==> config.mk <==
export PLATFORM = sky130hd
export DESIGN_NAME = ctrl_pipe_regs_flat
export DESIGN_NICKNAME = d
export VERILOG_FILES = /design/src/rtl/ctrl_pkg.sv /design/src/rtl/ctrl_pipe_regs_if.sv /design/src/rtl/ctrl_stage_reg.sv /design/src/rtl/ctrl_pipe_regs.sv /design/src/flat_wrapper.sv
export SDC_FILE = /design/constraint.sdc
export NUM_CORES = 1
export LEC_CHECK = 0
export ABC_CLOCK_PERIOD_IN_PS = 1880
export CELL_PAD_IN_SITES_DETAIL_PLACEMENT = 0
export CELL_PAD_IN_SITES_GLOBAL_PLACEMENT = 1
export CORE_MARGIN = 2
export CORE_UTILIZATION = 35
export DETAILED_ROUTE_END_ITERATION = 6
export GPL_TIMING_DRIVEN = 0
export PLACE_DENSITY_LB_ADDON = 0.2
export SLEW_MARGIN = 10
export SYNTH_ARGS = -nofsm -noshare
export SYNTH_HDL_FRONTEND = slang
export SYNTH_SLANG_ARGS = --single-unit
==> constraint.sdc <==
create_clock -name clk -period 1.88 [get_ports clk]
set_input_delay 0.376 -clock clk [delete_from_list [all_inputs] [get_ports clk]]
set_output_delay 0.376 -clock clk [all_outputs]
set_load 0.03 [all_outputs]
==> src/rtl/ctrl_pkg.sv <==
`default_nettype none
// =============================================================================
// ctrl_pkg : shared control encodings, widths and the E-stage control bundle.
// Revision : 1.0
// =============================================================================
package ctrl_pkg;

  localparam int ALUCTRL_W = 3;
  localparam int RD_W      = 5;

  localparam logic [1:0] RES_ALU = 2'b00;
  localparam logic [1:0] RES_MEM = 2'b01;
  localparam logic [1:0] RES_PC4 = 2'b10;

  // Field order matches the ID/EX register layout in ctrl_pipe_regs.
  typedef struct packed {
    logic                 valid;
    logic                 reg_write;
    logic [1:0]           result_src;
    logic                 mem_write;
    logic                 jump;
    logic                 branch;
    logic [ALUCTRL_W-1:0] alu_control;
    logic                 alu_src;
    logic [RD_W-1:0]      rd;
  } ctrl_e_t;

endpackage
`default_nettype wire

==> src/rtl/ctrl_pipe_regs_if.sv <==
`default_nettype none
// =============================================================================
// ctrl_pipe_regs_if : decoded controls in, per-stage controls and counter out.
// Revision : 1.0
// =============================================================================
interface ctrl_pipe_regs_if #(
  parameter int ALUCTRL_W = ctrl_pkg::ALUCTRL_W,
  parameter int RD_W      = ctrl_pkg::RD_W,
  parameter int CNT_W     = 32
);
  logic                 valid_d;
  logic                 reg_write_d;
  logic [1:0]           result_src_d;
  logic                 mem_write_d;
  logic                 jump_d;
  logic                 branch_d;
  logic [ALUCTRL_W-1:0] alu_control_d;
  logic                 alu_src_d;
  logic [RD_W-1:0]      rd_d;
  logic                 flush_e;
  logic                 zero_e;

  logic                 reg_write_e;
  logic [1:0]           result_src_e;
  logic                 mem_write_e;
  logic                 jump_e;
  logic                 branch_e;
  logic [ALUCTRL_W-1:0] alu_control_e;
  logic                 alu_src_e;
  logic [RD_W-1:0]      rd_e;
  logic                 valid_e;
  logic                 pc_src_e;

  logic                 reg_write_m;
  logic [1:0]           result_src_m;
  logic                 mem_write_m;
  logic [RD_W-1:0]      rd_m;
  logic                 valid_m;

  logic                 reg_write_w;
  logic [1:0]           result_src_w;
  logic [RD_W-1:0]      rd_w;
  logic                 valid_w;

  logic [CNT_W-1:0]     instret;

  modport master (
    output valid_d, reg_write_d, result_src_d, mem_write_d, jump_d, branch_d,
           alu_control_d, alu_src_d, rd_d, flush_e, zero_e,
    input  reg_write_e, result_src_e, mem_write_e, jump_e, branch_e,
           alu_control_e, alu_src_e, rd_e, valid_e, pc_src_e,
           reg_write_m, result_src_m, mem_write_m, rd_m, valid_m,
           reg_write_w, result_src_w, rd_w, valid_w, instret
  );

  modport slave (
    input  valid_d, reg_write_d, result_src_d, mem_write_d, jump_d, branch_d,
           alu_control_d, alu_src_d, rd_d, flush_e, zero_e,
    output reg_write_e, result_src_e, mem_write_e, jump_e, branch_e,
           alu_control_e, alu_src_e, rd_e, valid_e, pc_src_e,
           reg_write_m, result_src_m, mem_write_m, rd_m, valid_m,
           reg_write_w, result_src_w, rd_w, valid_w, instret
  );

endinterface
`default_nettype wire

==> src/rtl/ctrl_stage_reg.sv <==
`default_nettype none
// =============================================================================
// ctrl_stage_reg : pipeline register with async active-low and sync clear.
// Revision : 1.0
// =============================================================================
module ctrl_stage_reg #(
  parameter int W = 8
) (
  input  logic         clk,
  input  logic         rst_n,
  input  logic         clr,
  input  logic [W-1:0] d,
  output logic [W-1:0] q
);

  logic [W-1:0] data_d;
  logic [W-1:0] data_q;

  always_comb begin
    data_d = d;
    if (clr) data_d = '0;
  end

  always_ff @(posedge clk or negedge rst_n) begin
    if (!rst_n) data_q <= '0;
    else        data_q <= data_d;
  end

  assign q = data_q;

endmodule
`default_nettype wire

==> src/rtl/ctrl_pipe_regs.sv <==
`default_nettype none
// =============================================================================
// ctrl_pipe_regs : carries decoded controls through ID/EX, EX/MEM and MEM/WB,
//                  derives PCSrcE and counts retired instructions.
// Revision : 1.0
// =============================================================================
module ctrl_pipe_regs #(
  parameter int ALUCTRL_W = ctrl_pkg::ALUCTRL_W,
  parameter int RD_W      = ctrl_pkg::RD_W,
  parameter int CNT_W     = 32
) (
  input  logic             clk,
  input  logic             rst_n,
  ctrl_pipe_regs_if.slave  bus
);
  import ctrl_pkg::*;

  localparam int E_W = 8 + ALUCTRL_W + RD_W;
  localparam int M_W = 5 + RD_W;
  localparam int W_W = 4 + RD_W;

  logic [E_W-1:0]   e_in, e_out;
  logic [M_W-1:0]   m_in, m_out;
  logic [W_W-1:0]   w_in, w_out;
  logic [CNT_W-1:0] instret_d, instret_q;

  // Same field order as ctrl_e_t so the bundle can be swapped for the struct.
  assign e_in = {bus.valid_d, bus.reg_write_d, bus.result_src_d, bus.mem_write_d,
                 bus.jump_d, bus.branch_d, bus.alu_control_d, bus.alu_src_d,
                 bus.rd_d};

  ctrl_stage_reg #(.W(E_W)) u_id_ex (
    .clk   (clk),
    .rst_n (rst_n),
    .clr   (bus.flush_e),
    .d     (e_in),
    .q     (e_out)
  );

  assign {bus.valid_e, bus.reg_write_e, bus.result_src_e, bus.mem_write_e,
          bus.jump_e, bus.branch_e, bus.alu_control_e, bus.alu_src_e,
          bus.rd_e} = e_out;

  // A flush kills only the incoming slot; the taken branch still redirects.
  assign bus.pc_src_e = (bus.branch_e & bus.zero_e) | bus.jump_e;

  assign m_in = {bus.valid_e, bus.reg_write_e, bus.result_src_e,
                 bus.mem_write_e, bus.rd_e};

  ctrl_stage_reg #(.W(M_W)) u_ex_mem (
    .clk   (clk),
    .rst_n (rst_n),
    .clr   (1'b0),
    .d     (m_in),
    .q     (m_out)
  );

  assign {bus.valid_m, bus.reg_write_m, bus.result_src_m, bus.mem_write_m,
          bus.rd_m} = m_out;

  assign w_in = {bus.valid_m, bus.reg_write_m, bus.result_src_m, bus.rd_m};

  ctrl_stage_reg #(.W(W_W)) u_mem_wb (
    .clk   (clk),
    .rst_n (rst_n),
    .clr   (1'b0),
    .d     (w_in),
    .q     (w_out)
  );

  assign {bus.valid_w, bus.reg_write_w, bus.result_src_w, bus.rd_w} = w_out;

  always_comb begin
    instret_d = instret_q + {{(CNT_W-1){1'b0}}, bus.valid_w};
  end

  always_ff @(posedge clk or negedge rst_n) begin
    if (!rst_n) instret_q <= '0;
    else        instret_q <= instret_d;
  end

  assign bus.instret = instret_q;

endmodule
`default_nettype wire

==> src/flat_wrapper.sv <==
// flat-port wrapper written by rule: the top's interface ports become plain ports
module ctrl_pipe_regs_flat import ctrl_pkg::*;
#(
  parameter int ALUCTRL_W = ctrl_pkg::ALUCTRL_W,
  parameter int RD_W      = ctrl_pkg::RD_W,
  parameter int CNT_W     = 32
)
  (clk, rst_n, bus_valid_d, bus_reg_write_d, bus_result_src_d, bus_mem_write_d, bus_jump_d, bus_branch_d, bus_alu_control_d, bus_alu_src_d, bus_rd_d, bus_flush_e, bus_zero_e, bus_reg_write_e, bus_result_src_e, bus_mem_write_e, bus_jump_e, bus_branch_e, bus_alu_control_e, bus_alu_src_e, bus_rd_e, bus_valid_e, bus_pc_src_e, bus_reg_write_m, bus_result_src_m, bus_mem_write_m, bus_rd_m, bus_valid_m, bus_reg_write_w, bus_result_src_w, bus_rd_w, bus_valid_w, bus_instret);
  ctrl_pipe_regs_if #(.ALUCTRL_W(ALUCTRL_W), .RD_W(RD_W), .CNT_W(CNT_W)) bus_i ();
  input  logic clk;
  input  logic rst_n;
  input wire logic [$bits(bus_i.valid_d)-1:0] bus_valid_d;
  input wire logic [$bits(bus_i.reg_write_d)-1:0] bus_reg_write_d;
  input wire logic [$bits(bus_i.result_src_d)-1:0] bus_result_src_d;
  input wire logic [$bits(bus_i.mem_write_d)-1:0] bus_mem_write_d;
  input wire logic [$bits(bus_i.jump_d)-1:0] bus_jump_d;
  input wire logic [$bits(bus_i.branch_d)-1:0] bus_branch_d;
  input wire logic [$bits(bus_i.alu_control_d)-1:0] bus_alu_control_d;
  input wire logic [$bits(bus_i.alu_src_d)-1:0] bus_alu_src_d;
  input wire logic [$bits(bus_i.rd_d)-1:0] bus_rd_d;
  input wire logic [$bits(bus_i.flush_e)-1:0] bus_flush_e;
  input wire logic [$bits(bus_i.zero_e)-1:0] bus_zero_e;
  output wire logic [$bits(bus_i.reg_write_e)-1:0] bus_reg_write_e;
  output wire logic [$bits(bus_i.result_src_e)-1:0] bus_result_src_e;
  output wire logic [$bits(bus_i.mem_write_e)-1:0] bus_mem_write_e;
  output wire logic [$bits(bus_i.jump_e)-1:0] bus_jump_e;
  output wire logic [$bits(bus_i.branch_e)-1:0] bus_branch_e;
  output wire logic [$bits(bus_i.alu_control_e)-1:0] bus_alu_control_e;
  output wire logic [$bits(bus_i.alu_src_e)-1:0] bus_alu_src_e;
  output wire logic [$bits(bus_i.rd_e)-1:0] bus_rd_e;
  output wire logic [$bits(bus_i.valid_e)-1:0] bus_valid_e;
  output wire logic [$bits(bus_i.pc_src_e)-1:0] bus_pc_src_e;
  output wire logic [$bits(bus_i.reg_write_m)-1:0] bus_reg_write_m;
  output wire logic [$bits(bus_i.result_src_m)-1:0] bus_result_src_m;
  output wire logic [$bits(bus_i.mem_write_m)-1:0] bus_mem_write_m;
  output wire logic [$bits(bus_i.rd_m)-1:0] bus_rd_m;
  output wire logic [$bits(bus_i.valid_m)-1:0] bus_valid_m;
  output wire logic [$bits(bus_i.reg_write_w)-1:0] bus_reg_write_w;
  output wire logic [$bits(bus_i.result_src_w)-1:0] bus_result_src_w;
  output wire logic [$bits(bus_i.rd_w)-1:0] bus_rd_w;
  output wire logic [$bits(bus_i.valid_w)-1:0] bus_valid_w;
  output wire logic [$bits(bus_i.instret)-1:0] bus_instret;
  assign bus_i.valid_d = bus_valid_d;
  assign bus_i.reg_write_d = bus_reg_write_d;
  assign bus_i.result_src_d = bus_result_src_d;
  assign bus_i.mem_write_d = bus_mem_write_d;
  assign bus_i.jump_d = bus_jump_d;
  assign bus_i.branch_d = bus_branch_d;
  assign bus_i.alu_control_d = bus_alu_control_d;
  assign bus_i.alu_src_d = bus_alu_src_d;
  assign bus_i.rd_d = bus_rd_d;
  assign bus_i.flush_e = bus_flush_e;
  assign bus_i.zero_e = bus_zero_e;
  assign bus_reg_write_e = bus_i.reg_write_e;
  assign bus_result_src_e = bus_i.result_src_e;
  assign bus_mem_write_e = bus_i.mem_write_e;
  assign bus_jump_e = bus_i.jump_e;
  assign bus_branch_e = bus_i.branch_e;
  assign bus_alu_control_e = bus_i.alu_control_e;
  assign bus_alu_src_e = bus_i.alu_src_e;
  assign bus_rd_e = bus_i.rd_e;
  assign bus_valid_e = bus_i.valid_e;
  assign bus_pc_src_e = bus_i.pc_src_e;
  assign bus_reg_write_m = bus_i.reg_write_m;
  assign bus_result_src_m = bus_i.result_src_m;
  assign bus_mem_write_m = bus_i.mem_write_m;
  assign bus_rd_m = bus_i.rd_m;
  assign bus_valid_m = bus_i.valid_m;
  assign bus_reg_write_w = bus_i.reg_write_w;
  assign bus_result_src_w = bus_i.result_src_w;
  assign bus_rd_w = bus_i.rd_w;
  assign bus_valid_w = bus_i.valid_w;
  assign bus_instret = bus_i.instret;
  ctrl_pipe_regs #(.ALUCTRL_W(ALUCTRL_W), .RD_W(RD_W), .CNT_W(CNT_W)) u_core (.clk(clk), .rst_n(rst_n), .bus(bus_i));
endmodule
==> flow_metrics.py <==
metrics = {
    "layout": {
        "final_common_cell": "clkdlybuf4s50_1",
        "syn_to_final_growth_pct": 50.22,
        "final_core_util": 0.5333,
        "antennaDiodeCount": 0,
        "final_layout_size_suffix_gt1_frac": 0.1073,
        "final_net_count": 307,
        "final_area_mm2": 0.003806,
        "layout.cells.non_filler": 388,
        "layout_common_cells": "69 x clkdlybuf4s50_1, 67 x dfrtp_1, 16 x nor2b_1",
    },
    "detailed_routing": {
        "via_count": 1754,
        "vias_per_cell": 4.521,
        "wl_mm": 5.334,
        "ant_nets": 0,
        "drc": 0,
        "dr.pass1.iters": 4,
        "dr.first_iter.drc_count": 54,
        "wl_per_cell_um": 13.75,
    },
    "sta": {
        "fmax_mhz": 551.2,
        "worst_slew_pin_slew_ns": 0.4356,
        "finalSetupViolations": 0,
        "drv_slew": 0,
        "finalHoldViolCount": 0,
        "fin_skew_ns": 0.005844,
        "max_slew_margin": 0.7074,
        "finalCritPeriodShare": 0.9651,
        "min_period_ns": 1.814,
        "rsz0062_at_grt": "no",
    },
    "clock_tree": {
        "clock_path_buffers": 2,
        "cts_root_buffer": "clkbuf_8",
        "cts.htree.levels": 3,
        "tritoncts": "built",
        "clk_pin_slew_ns": 0.07,
        "numCtsBuffers": 9,
        "cts_sinks": 67,
        "insertion_delay_ns": 0.33,
    },
    "global_route": {
        "grt.total_usage": 0.1442,
        "grt_antenna_before_repair": 0,
        "grt_pass1_wl_mm": 8.438,
        "grt_max_degree": 54,
        "grt_remaining_overflow": 0,
        "grt_pass1_vias": 1737,
    },
    "floorplan": {
        "dieWidth_um": 89.08,
        "start_util": 0.3550,
        "dieArea_mm2": 0.007935,
        "core-area_mm2": 0.007137,
        "rows": 31,
        "ioPinCount": 88,
        "die_h_um": 89.08,
    },
    "yosys": {
        "yosysTopAreaCellShare": 0.6617,
        "synthesis.nets": 206,
        "synth_edf_count": 0,
        "synth.distinct_cells": 25,
        "async_flop_share": 1.000,
        "synth_seq_area_share": 0.6617,
        "syn_area_per_cell_um2": 13.85,
        "yosysWarnings": 0,
        "synth_top_cells_by_area": "dfrtp_1 66%, xnor2_1 5.2%, xor2_1 5.2%",
        "synth_ff_type": "dfrtp_1",
        "syn_area_mm2": 0.002534,
        "synth_cells": 183,
        "ys_seq_elements": 67,
        "synth_area_leader_cell": "dfrtp_1",
    },
    "setup_path": {
        "path_cells": "clkdlybuf4s50_1",
        "slowest_delay_ns": 0.70,
        "rr_startpoint": "u_core.bus.instret[3]$_DFF_PN0_",
        "crit_buf_inv": 1,
        "critical_path_required_ns": 1.50,
        "end_kind": "output port",
        "r2r_cells": 4,
        "slowest_stage": "clkdlybuf4s50_1",
        "critPathArrivalTime_ns": 1.44,
        "r2r_setup_slack_ns": 0.19,
        "r2r_end": "u_core.bus.instret[31]$_DFF_PN0_",
        "critPathLaunchType": "register",
        "critPathKind": "register to output port",
        "path_delay_family": "buffers and inverters",
        "path_max_fanout": 4,
    },
    "run": {
        "maxCapViolations": 0,
    },
    "status": {
        "status": "complete, no violations",
    },
    "power": {
        "power_density_mw_per_mm2": 882.4,
        "irDropWorstVdd_mv": 0.5892,
        "p_leak_nw": 1.954,
    },
    "min_path": {
        "hold-path-endpoint": "u_core.u_ex_mem.q[2]$_DFF_PN0_",
        "hp-class": "register to register",
        "min_from": "u_core.u_id_ex.q[2]$_DFF_PN0_",
        "hold_depth": 0,
    },
    "place": {
        "dp_hpwl_mm": 3.809,
        "dp.cells": 370,
        "port_buffers": 87,
        "placed_area_mm2": 0.003553,
        "gp_congestion": 0.7545,
    },
}
[Yosys cell counts, types with 2 or more instances]
cell type / n
and3_1: 6
dfrtp_1: 67
ha_1: 3
inv_1: 4
nand2_1: 7
nand3_1: 11
nand4_1: 9
nor2_1: 5
nor2b_1: 16
nor3_1: 6
nor4_2: 6
nor4_4: 2
xnor2_1: 15
xor2_1: 15
[final cells by class]
| type | instances | area [µm²] |
|---|---|---|
| timing repair buffer | 90 | 937.1 |
| inverter | 4 | 15.01 |
| buffer | 3 | 22.52 |
| tap | 99 | 123.9 |
| sequential | 67 | 1677 |
| clock buffer | 11 | 141.4 |
| fill | 629 | 3331 |
| clock inverter | 5 | 52.55 |
| multi-input combinational | 109 | 837.1 |
[metal layers]
layer  vias up  track usage  routed length [µm]
li1        825            -                   -
met1       853       0.1801                2261
met2        65       0.2000                2387
met3        11      0.08957                 602
met4         0      0.06106                  83
met5         -            0                   0
[how the worst max path moves through the flow]
| stage | from | end | slack [ns] | cells after the start |
|---|---|---|---|---|
| 5_1_grt | u_core.bus.instret[18]$_DFF_PN0_ | bus_instret[18] | 0.003 | 1 |
| 3_3_place_gp | rst_n | u_core.u_id_ex.q[5]$_DFF_PN0_ | -1.84 | 1 |
| 2_1_floorplan | u_core.u_mem_wb.q[8]$_DFF_PN0_ | u_core.bus.instret[28]$_DFF_PN0_ | 0.03 | 6 |
| 6_report | u_core.bus.instret[9]$_DFF_PN0_ | bus_instret[9] | 0.07 | 1 |
| 3_5_place_dp | bus_zero_e | bus_pc_src_e | -0.09 | 3 |
| 4_1_cts | u_core.bus.instret[3]$_DFF_PN0_ | bus_instret[3] | 0.0004 | 1 |
[registers in the layout, summed over array words and instances, names as in the netlist]
signal	flops
u_core.bus.instret	32
u_core.u_mem_wb.q	9
u_core.u_ex_mem.q	10
u_core.u_id_ex.q	16
[per-stage QoR]
step	setup TNS (ns)	setup slack [ns]	hold slack [ns]	power [mW]
finish	0	0.06561	0.3717	3.358
global route	0	0.003310	0.3829	3.522
CTS	0	0.0004388	0.3738	3.417
detailed placement	-0.08711	-0.08711	0.2529	2.238
global placement	-122.93	-1.837	0.3562	2.224
floorplan	0	0.03421	0.08041	1.924
[cell families (layout without fill, tap and decap cells)]
logic type,count (synthesis),after routing,synth area share
AO/OA/AOI/OAI,1,1,0.002964
flip-flops,67,67,0.6617
adder cells (fa/ha/maj),3,3,0.01482
AND/OR/NAND/NOR,75,75,0.2020
XOR/XNOR,30,30,0.1037
buffers and inverters,7,113,0.01481
[repair_timing]
item / in CTS / in global routing
pin swaps: 1 / 1
gates cloned: 0 / 0
resized for setup: 5 / 14
hold buffers: 1 / 0
hold endpoints to repair: 14 / 0
endpoints found under the setup margin: 6 / 21
buffers inserted: 1 / 0
[power breakdown]
group          internal [mW]  leakage, nW  switching [mW]
combinational          0.238        0.967           0.316
clock                  0.642       0.0991           0.526
sequential              1.54        0.889          0.0968
total                   2.42         1.95           0.939
Note: power is estimated with default switching activity, not from simulation.
